### src/rtl/control_pkg.sv
// Shared encodings for the multicycle controller: state codes, opcodes, mux selects
// and the control bundle passed from the decoder to the top level.
package control_pkg;

    localparam int unsigned ST_W = 5;

    localparam logic [ST_W-1:0] FETCH     = 5'd0;
    localparam logic [ST_W-1:0] DECODE    = 5'd1;
    localparam logic [ST_W-1:0] MEM_ADDR  = 5'd2;
    localparam logic [ST_W-1:0] MEM_READ  = 5'd3;
    localparam logic [ST_W-1:0] MEM_WB    = 5'd4;
    localparam logic [ST_W-1:0] MEM_WRITE = 5'd5;
    localparam logic [ST_W-1:0] EXEC_R    = 5'd6;
    localparam logic [ST_W-1:0] R_WB      = 5'd7;
    localparam logic [ST_W-1:0] EXEC_I    = 5'd8;
    localparam logic [ST_W-1:0] I_WB      = 5'd9;
    localparam logic [ST_W-1:0] BRANCH    = 5'd10;
    localparam logic [ST_W-1:0] JUMP      = 5'd11;
    localparam logic [ST_W-1:0] JAL       = 5'd12;
    localparam logic [ST_W-1:0] HALT      = 5'd13;
    localparam logic [ST_W-1:0] ILLEGAL   = 5'd14;

    localparam logic [3:0] OP_ADD  = 4'h0;
    localparam logic [3:0] OP_SUB  = 4'h1;
    localparam logic [3:0] OP_AND  = 4'h2;
    localparam logic [3:0] OP_OR   = 4'h3;
    localparam logic [3:0] OP_ADDI = 4'h4;
    localparam logic [3:0] OP_LW   = 4'h5;
    localparam logic [3:0] OP_SW   = 4'h6;
    localparam logic [3:0] OP_BEQ  = 4'h7;
    localparam logic [3:0] OP_BNE  = 4'h8;
    localparam logic [3:0] OP_J    = 4'h9;
    localparam logic [3:0] OP_JAL  = 4'hA;
    localparam logic [3:0] OP_HALT = 4'hF;

    localparam logic [2:0] ALU_ADD = 3'b000;
    localparam logic [2:0] ALU_SUB = 3'b001;
    localparam logic [2:0] ALU_AND = 3'b010;
    localparam logic [2:0] ALU_OR  = 3'b011;

    localparam logic [1:0] PCSRC_ALU     = 2'b00;
    localparam logic [1:0] PCSRC_ALU_OUT = 2'b01;
    localparam logic [1:0] PCSRC_JUMP    = 2'b10;

    localparam logic [1:0] M2R_ALU = 2'b00;
    localparam logic [1:0] M2R_MEM = 2'b01;
    localparam logic [1:0] M2R_PC  = 2'b10;

    localparam logic [1:0] SRCB_REG   = 2'b00;
    localparam logic [1:0] SRCB_ONE   = 2'b01;
    localparam logic [1:0] SRCB_IMM8  = 2'b10;
    localparam logic [1:0] SRCB_IMM12 = 2'b11;

    localparam logic [1:0] DST_RD   = 2'b00;
    localparam logic [1:0] DST_RT   = 2'b01;
    localparam logic [1:0] DST_LINK = 2'b10;

    typedef struct packed {
        logic       pc_write;
        logic       pc_write_cond;
        logic       branch_ne;
        logic [1:0] pc_source;
        logic       iord;
        logic       mem_read;
        logic       mem_write;
        logic       ir_write;
        logic [1:0] reg_dst;
        logic [1:0] mem_to_reg;
        logic       reg_write;
        logic       alu_src_a;
        logic [1:0] alu_src_b;
        logic [2:0] alu_op;
        logic       halted;
    } ctrl_t;

endpackage

### src/rtl/control_decode.sv
// Combinational Moore decode: control bundle and next state from the current state,
// with the opcode only steering DECODE/MEM_ADDR/EXEC_R/BRANCH.
module control_decode
    import control_pkg::*;
(
    input  logic [ST_W-1:0] i_state,
    input  logic [3:0]      i_op,
    input  logic            i_zero,
    input  logic            i_mem_ready,
    output ctrl_t           o_ctrl,
    output logic [ST_W-1:0] o_next_state
);

    // Branch resolution happens in the datapath; the flag is only carried through.
    logic w_unused_zero;
    assign w_unused_zero = i_zero;

    always_comb begin
        o_ctrl       = '0;
        o_next_state = FETCH;
        case (i_state)
            FETCH: begin
                o_ctrl.mem_read  = 1'b1;
                o_ctrl.alu_src_b = SRCB_ONE;
                o_ctrl.alu_op    = ALU_ADD;
                o_ctrl.pc_source = PCSRC_ALU;
                if (i_mem_ready) begin
                    o_ctrl.ir_write = 1'b1;
                    o_ctrl.pc_write = 1'b1;
                    o_next_state    = DECODE;
                end else begin
                    o_next_state = FETCH;
                end
            end
            DECODE: begin
                o_ctrl.alu_src_b = SRCB_IMM8;
                o_ctrl.alu_op    = ALU_ADD;
                case (i_op)
                    OP_ADD, OP_SUB, OP_AND, OP_OR: o_next_state = EXEC_R;
                    OP_ADDI:                       o_next_state = EXEC_I;
                    OP_LW, OP_SW:                  o_next_state = MEM_ADDR;
                    OP_BEQ, OP_BNE:                o_next_state = BRANCH;
                    OP_J:                          o_next_state = JUMP;
                    OP_JAL:                        o_next_state = JAL;
                    OP_HALT:                       o_next_state = HALT;
                    default:                       o_next_state = ILLEGAL;
                endcase
            end
            EXEC_R: begin
                o_ctrl.alu_src_a = 1'b1;
                o_ctrl.alu_src_b = SRCB_REG;
                o_ctrl.alu_op    = i_op[2:0];
                o_next_state     = R_WB;
            end
            R_WB: begin
                o_ctrl.reg_write  = 1'b1;
                o_ctrl.reg_dst    = DST_RD;
                o_ctrl.mem_to_reg = M2R_ALU;
            end
            EXEC_I: begin
                o_ctrl.alu_src_a = 1'b1;
                o_ctrl.alu_src_b = SRCB_IMM8;
                o_ctrl.alu_op    = ALU_ADD;
                o_next_state     = I_WB;
            end
            I_WB: begin
                o_ctrl.reg_write  = 1'b1;
                o_ctrl.reg_dst    = DST_RT;
                o_ctrl.mem_to_reg = M2R_ALU;
            end
            MEM_ADDR: begin
                o_ctrl.alu_src_a = 1'b1;
                o_ctrl.alu_src_b = SRCB_IMM8;
                o_ctrl.alu_op    = ALU_ADD;
                o_next_state     = (i_op == OP_LW) ? MEM_READ : MEM_WRITE;
            end
            MEM_READ: begin
                o_ctrl.mem_read = 1'b1;
                o_ctrl.iord     = 1'b1;
                o_next_state    = i_mem_ready ? MEM_WB : MEM_READ;
            end
            MEM_WB: begin
                o_ctrl.reg_write  = 1'b1;
                o_ctrl.reg_dst    = DST_RT;
                o_ctrl.mem_to_reg = M2R_MEM;
            end
            MEM_WRITE: begin
                o_ctrl.mem_write = 1'b1;
                o_ctrl.iord      = 1'b1;
                o_next_state     = i_mem_ready ? FETCH : MEM_WRITE;
            end
            BRANCH: begin
                o_ctrl.alu_src_a     = 1'b1;
                o_ctrl.alu_src_b     = SRCB_REG;
                o_ctrl.alu_op        = ALU_SUB;
                o_ctrl.pc_write_cond = 1'b1;
                o_ctrl.pc_source     = PCSRC_ALU_OUT;
                o_ctrl.branch_ne     = (i_op == OP_BNE);
            end
            JUMP: begin
                o_ctrl.pc_write  = 1'b1;
                o_ctrl.pc_source = PCSRC_JUMP;
            end
            JAL: begin
                // PC already holds PC+1 from FETCH, so it is the link value.
                o_ctrl.reg_write  = 1'b1;
                o_ctrl.reg_dst    = DST_LINK;
                o_ctrl.mem_to_reg = M2R_PC;
                o_ctrl.pc_write   = 1'b1;
                o_ctrl.pc_source  = PCSRC_JUMP;
            end
            HALT: begin
                o_ctrl.halted = 1'b1;
                o_next_state  = HALT;
            end
            default: o_next_state = FETCH;
        endcase
    end

endmodule

### src/rtl/multicycle_control_fsm.sv
// Main controller for the 16-bit multicycle datapath: state register, sticky
// illegal-opcode flag and reset gating of every write enable and strobe.
module multicycle_control_fsm
    import control_pkg::*;
#(
    parameter int unsigned STATE_W = 5,
    parameter int unsigned OP_W    = 4
) (
    input  logic               CLK,
    input  logic               Reset,
    input  logic [OP_W-1:0]    Op,
    input  logic               Zero,
    input  logic               MemReady,
    output logic               PCWrite,
    output logic               PCWriteCond,
    output logic               BranchNE,
    output logic [1:0]         PCSource,
    output logic               IorD,
    output logic               MemRead,
    output logic               MemWrite,
    output logic               IRWrite,
    output logic [1:0]         RegDst,
    output logic [1:0]         MemToReg,
    output logic               GRegWrite,
    output logic               ALUSrcA,
    output logic [1:0]         ALUSrcB,
    output logic [2:0]         ALUOp,
    output logic [STATE_W-1:0] current_state,
    output logic [STATE_W-1:0] next_state,
    output logic               halted,
    output logic               illegal_op
);

    logic [STATE_W-1:0] r_state;
    logic               r_illegal_op;
    logic [STATE_W-1:0] w_next_state;
    ctrl_t              w_ctrl;

    control_decode u_decode (
        .i_state      (r_state),
        .i_op         (Op),
        .i_zero       (Zero),
        .i_mem_ready  (MemReady),
        .o_ctrl       (w_ctrl),
        .o_next_state (w_next_state)
    );

    always_ff @(posedge CLK or posedge Reset) begin
        if (Reset) begin
            r_state      <= FETCH;
            r_illegal_op <= 1'b0;
        end else begin
            r_state <= w_next_state;
            if (w_next_state == ILLEGAL) begin
                r_illegal_op <= 1'b1;
            end
        end
    end

    // Reset parks the FSM in FETCH, whose strobes must not reach the datapath.
    assign PCWrite     = w_ctrl.pc_write      & ~Reset;
    assign PCWriteCond = w_ctrl.pc_write_cond & ~Reset;
    assign MemRead     = w_ctrl.mem_read      & ~Reset;
    assign MemWrite    = w_ctrl.mem_write     & ~Reset;
    assign IRWrite     = w_ctrl.ir_write      & ~Reset;
    assign GRegWrite   = w_ctrl.reg_write     & ~Reset;

    assign BranchNE      = w_ctrl.branch_ne;
    assign PCSource      = w_ctrl.pc_source;
    assign IorD          = w_ctrl.iord;
    assign RegDst        = w_ctrl.reg_dst;
    assign MemToReg      = w_ctrl.mem_to_reg;
    assign ALUSrcA       = w_ctrl.alu_src_a;
    assign ALUSrcB       = w_ctrl.alu_src_b;
    assign ALUOp         = w_ctrl.alu_op;
    assign halted        = w_ctrl.halted;
    assign current_state = r_state;
    assign next_state    = w_next_state;
    assign illegal_op    = r_illegal_op;

endmodule

### config.mk
export PLATFORM = sky130hd
export DESIGN_NAME = multicycle_control_fsm
export DESIGN_NICKNAME = d
export VERILOG_FILES = /design/src/rtl/control_pkg.sv /design/src/rtl/control_decode.sv /design/src/rtl/multicycle_control_fsm.sv
export SDC_FILE = /design/constraint.sdc
export NUM_CORES = 1
export LEC_CHECK = 0
export CORE_MARGIN = 1
export CORE_UTILIZATION = 35
export DETAILED_ROUTE_END_ITERATION = 7
export PLACE_DENSITY = 0.78
export SLEW_MARGIN = 20
export SYNTH_ARGS = -nofsm -noshare
export SYNTH_HDL_FRONTEND = slang
export SYNTH_SLANG_ARGS = --single-unit
### constraint.sdc
create_clock -name CLK -period 1.5 [get_ports CLK]
set_clock_uncertainty 0.05 [all_clocks]
set_input_delay 0.225 -clock CLK [delete_from_list [all_inputs] [get_ports CLK]]
set_output_delay 0.225 -clock CLK [all_outputs]
set_load 0.1 [all_outputs]
==> impl_results.rst, run 1 <==
.. list-table::
   :header-rows: 1

   * - Metric
     - Value
   * - Count of cells resized by post-cts repair
     - 45
   * - Clock Sink Count
     - 5
   * - Clock Tree Buf Depth
     - 2
   * - Most common cell in the synthesized netlist
     - sky130_fd_sc_hd__nor2_1
   * - Starting Density
     - 0.381
   * - Area share of the leading cell type in the synthesized netlist
     - 0.164
   * - Last stage reached
     - 4_1_cts
   * - Syn Area/Cell
     - between 7 and 8 µm²
   * - Library cells used by synthesis
     - 37
   * - Sequential element share of the synthesized area
     - 0.164
   * - Number of H-tree branching levels
     - 1
   * - Netlist Area Pre-Place
     - between 700 and 800 µm²
   * - Leading area contributor after synthesis
     - sky130_fd_sc_hd__dfrtp_1
   * - Synth top area cells
     - sky130_fd_sc_hd__dfrtp_1 (16%), sky130_fd_sc_hd__ha_1 (9.8%), sky130_fd_sc_hd__nor2_1 (6.4%)
   * - Number of rows created at floorplan
     - 16
   * - Most used standard cells in the synthesized netlist
     - sky130_fd_sc_hd__nor2_1 (13), sky130_fd_sc_hd__inv_1 (7), sky130_fd_sc_hd__nand2b_1 (7), sky130_fd_sc_hd__nor2b_1 (7), sky130_fd_sc_hd__nor3_1 (7)
   * - Minimum setup slack after placement
     - -0.923 ns
   * - Status
     - aborted with a tool error
   * - FF+latch count, synth
     - 5
   * - HPWL reported at the end of detailed placement
     - 3160 µm
   * - Die Y
     - between 40 and 50 µm
   * - First Error
     - [ERROR DPL-0038] Utilization greater than 100%, impossible to legalize
   * - Ys flop type
     - sky130_fd_sc_hd__dfrtp_1
   * - Number of buffers inserted by post-CTS setup repair
     - 7
   * - Post-synthesis async set-or-reset flop share
     - 1.00
   * - Number of CTS-inserted buffers
     - 3
   * - Total of buffers placed on input and output ports
     - 36
   * - Global placer's final weighted congestion
     - 0.877
   * - Count of flip-flops with a built-in enable after synthesis
     - 0
   * - Clock Root Buffer
     - sky130_fd_sc_hd__clkbuf_4
   * - Width of the die
     - 48.7 µm
   * - Post-CTS Hold Fix Bufs
     - 0
   * - IO Pins
     - 40
   * - Synth warn
     - 0
   * - Placed Area
     - 1930 µm²
   * - Post-Synthesis Cells
     - between 100 and 150
[stage by stage]
stage               setup TNS (ns)  utilization  hold WS, ns  std cells
floorplan                   -23.99            -      -0.0464        103
global placement             -8.46        0.966        0.469        194
detailed placement          -11.03        0.966        0.488        194
[logic make-up after synthesis]
| logic type | Yosys count | share of synthesized area |
|---|---|---|
| simple gates | 47 | 0.349 |
| compound gates | 21 | 0.208 |
| buf+inv | 18 | 0.118 |
| fa+ha+maj | 6 | 0.0984 |
| flops | 5 | 0.164 |
| mux | 4 | 0.0574 |
| other cells | 1 | 0.00491 |
==> run 2: changes to the inputs <==
--- a/config.mk
+++ b/config.mk
@@ -5,10 +5,10 @@
 export SDC_FILE = /design/constraint.sdc
 export NUM_CORES = 1
 export LEC_CHECK = 0
-export CORE_MARGIN = 1
-export CORE_UTILIZATION = 35
+export CORE_AREA = 2 2 63 65
 export DETAILED_ROUTE_END_ITERATION = 7
-export PLACE_DENSITY = 0.78
+export DIE_AREA = 0 0 65 67
+export PLACE_DENSITY_LB_ADDON = 0.15
 export SLEW_MARGIN = 20
 export SYNTH_ARGS = -nofsm -noshare
 export SYNTH_HDL_FRONTEND = slang
==> constraint.sdc (replaced) <==
create_clock -name CLK -period 2 [get_ports CLK]
set_clock_uncertainty 0.05 [all_clocks]
set_input_delay 0.3 -clock CLK [delete_from_list [all_inputs] [get_ports CLK]]
set_output_delay 0.3 -clock CLK [all_outputs]
set_load 0.1 [all_outputs]
==> impl_results.rst, run 2 <==
.. list-table::
   :header-rows: 1

   * - Metric
     - Value
   * - Most crowded layer after global routing
     - met2
   * - Number of CTS-inserted buffers
     - 3 (unchanged)
   * - Critical-path maximum fanout
     - 6
   * - Finished Cell Area
     - approximately 2200 µm²
   * - Final standard cell count with taps included and fillers excluded
     - between 200 and 250
   * - Leading area contributor after synthesis
     - sky130_fd_sc_hd__dfrtp_1
   * - Placed Area
     - 1840 µm² (-4.8%)
   * - Post-route DRC violation count
     - 0
   * - Number of flip-flops in the largest register
     - 4
   * - Met1 layer usage reported by global route
     - 0.156
   * - Clock Sink Count
     - 5 (unchanged)
   * - Post-route worst hold slack
     - between 0.4 and 0.5 ns
   * - Fill cell total of the finished layout
     - 292
   * - Area share of the leading cell type in the synthesized netlist
     - 0.164 (unchanged)
   * - Netlist Area Pre-Place
     - 763 µm² (unchanged)
   * - Fmax
     - about 460 MHz
   * - Sequential element share of the synthesized area
     - 0.164 (unchanged)
   * - Crit-path leading delay family
     - simple AND/OR/NAND/NOR gates
   * - Library cells used by synthesis
     - 37 (unchanged)
   * - Final period util
     - 1.10
   * - Width of the die
     - 65 µm (+33%)
   * - Buffers plus inverters on the worst setup path
     - 1
   * - Final critical-path setup slack
     - -0.195 ns
   * - Most used cells in the layout excluding fill and tap cells
     - sky130_fd_sc_hd__buf_4 (37), sky130_fd_sc_hd__buf_12 (31), sky130_fd_sc_hd__nor2_4 (8)
   * - Number of rows created at floorplan
     - 22 (+6)
   * - Endpoints failing setup
     - 9
   * - Status
     - complete, but fails checks
   * - Most common cell after layout, fill and taps aside
     - sky130_fd_sc_hd__buf_4
   * - TritonCTS clock tree
     - yes
   * - Maximum Capacitance Violations
     - 0
   * - Setup repair after global routing missed its margin
     - true
   * - Vias post-DR
     - approximately 1000
   * - First DRT Iteration DRCs
     - 34
   * - WP data required
     - between 1.5 and 2 ns
   * - Clock Tree Buf Depth
     - 2 (unchanged)
   * - Critical path type
     - reg2out
   * - Routed vias/inst
     - between 4 and 5
   * - Cell total after placement
     - 202 (+4.1%)
   * - Global-route wire length before repair
     - between 4000 and 5000 µm
   * - Number of nets in the finished design
     - slightly below 200
   * - Post-synthesis async set-or-reset flop share
     - 1.00 (unchanged)
   * - Met3 Use GR
     - 0.0253
   * - Total congestion overflow after global routing
     - 0
   * - Kind of end point of the critical path
     - primary output
   * - Clock latency on the worst-skew pair
     - around 0.22 ns
   * - Final number of max-transition violations
     - 0
   * - Worst EP arrival
     - 1.84 ns
   * - Worst-path clk slew
     - 0.04 ns
   * - Aggregate negative setup slack
     - -0.597 ns
   * - Ant. Diodes
     - 0
   * - Number of global-route vias before repair
     - around 1000
   * - R2r setup slk
     - 0.18 ns
   * - Synth-to-layout area growth
     - 187%
   * - Synth warn
     - 0 (unchanged)
   * - Post-Synthesis Cells
     - 102 (unchanged)
   * - Count of flip-flops with a built-in enable after synthesis
     - 0 (unchanged)
   * - Total of buffers placed on input and output ports
     - 36 (unchanged)
   * - Global placer's final weighted congestion
     - 0.771 (-12%)
   * - Post-detailed-route count of antenna-violating nets
     - 0
   * - Global-route track usage on met2
     - 0.253
   * - Die Y
     - 67 µm (+38%)
   * - Cell-by-cell trace of the critical path
     - or4b_4 > a221oi_2 > a211o_4 > buf_12
   * - Length of the first detailed-routing pass in iterations
     - 4
   * - Path type of the worst min-delay path
     - reg2reg
   * - Number of antenna violations at the first check in global routing
     - 0
   * - Synth top area cells
     - sky130_fd_sc_hd__dfrtp_1 (16%), sky130_fd_sc_hd__ha_1 (9.8%), sky130_fd_sc_hd__nor2_1 (6.4%)
   * - Clock Root Buffer
     - sky130_fd_sc_hd__clkbuf_8
   * - Share of cells above drive strength 1
     - 0.764
   * - Most common cell in the synthesized netlist
     - sky130_fd_sc_hd__nor2_1
   * - Final hold vios
     - 0
   * - Global router's overall resource usage
     - 0.136
   * - Period minus WS final
     - between 2 and 2.5 ns
   * - Kind of launch point of the worst setup path
     - flop
   * - FF+latch count, synth
     - 5 (unchanged)
   * - Syn Area/Cell
     - 7.48 µm² (unchanged)
   * - Max stage delay on crit path
     - about 0.57 ns
   * - Number of H-tree branching levels
     - 1 (unchanged)
   * - IO Pins
     - 40 (unchanged)
   * - Storage element area
     - roughly 140 µm²
   * - Starting Density
     - 0.212 (-0.170)
   * - HPWL reported at the end of detailed placement
     - 2240 µm (-29%)
   * - Area taken by multi-input logic gates
     - 848 µm²
   * - CORE AREA
     - roughly 3600 µm²
   * - Detail-routed net length per standard cell
     - between 10 and 15 µm
   * - Master of the slowest instance on the critical path
     - sky130_fd_sc_hd__or4b_4
   * - Drt total wl
     - between 3000 and 4000 µm
   * - Ys flop type
     - sky130_fd_sc_hd__dfrtp_1
   * - Most used standard cells in the synthesized netlist
     - sky130_fd_sc_hd__nor2_1 (13), sky130_fd_sc_hd__inv_1 (7), sky130_fd_sc_hd__nand2b_1 (7), sky130_fd_sc_hd__nor2b_1 (7), sky130_fd_sc_hd__nor3_1 (7)
   * - Die Footprint
     - around 4400 µm²
   * - Failing checks
     - negative setup slack
   * - Maximum number of pins on one net before global-route repair
     - 19
## run 2: stage by stage
step	util	worst slack, ns
after detailed placement	0.510	-0.458
after global routing	0.607	-0.218
after global placement	0.510	-0.442
after floorplan	-	-1.22
final	0.607	-0.195
after CTS	0.552	-0.197
## run 2: cell families after synthesis
family                     after synthesis  synth area share
and+or+nand+nor                         47             0.349
buffers and inverters                   18             0.118
muxes                                    4            0.0574
other                                    1           0.00491
DFF                                      5             0.164
AOI/OAI and AO/OA                       21             0.208
adders and majority gates                6            0.0984
## run 2: path summary, 6_finish.rpt
check,from,cells after the start,endpoint
worst max-delay path,current_state[1],4,next_state[1]
worst min-delay path,illegal_op,1,illegal_op
worst max register to register,current_state[1],5,illegal_op
worst min register to register,illegal_op,1,illegal_op
max in group asynchronous,Reset,2,current_state[0]
min in group asynchronous,Reset,2,current_state[2]
## run 2: final cells by class
class                      count  share of cell area
inverter                       7              0.0154
sequential                     5              0.0641
clock buffer                   4              0.0206
tap                           48              0.0275
timing repair buffer          82               0.485
multi-input combinational     80               0.388
## run 2: per-layer routing
metal  up-vias  wire [µm]
met5         -          0
met4         0         39
met3         4        131
met2        26       1670
met1       497       1230
li1        506          -
## run 2: worst register-to-register path, stage by stage (launching register included)
cell,delay [ns]
sky130_fd_sc_hd__dfrtp_4,0.50
sky130_fd_sc_hd__or4b_4,0.57
sky130_fd_sc_hd__a221oi_2,0.23
sky130_fd_sc_hd__a211o_4,0.16
sky130_fd_sc_hd__buf_4,0.11
sky130_fd_sc_hd__a41o_1,0.14
## run 2: repair_timing
item | in CTS | in global routing
resized for setup | 26 | 22
pin swaps | 8 | 8
buffers inserted | 8 | 11
setup endpoints to repair | 14 | 13
cloned | 0 | 1
hold buffers | 0 | 0
Power of run 2 is not shown: default switching activity piles up to over one toggle a cycle in this logic, so the estimate is an artifact.
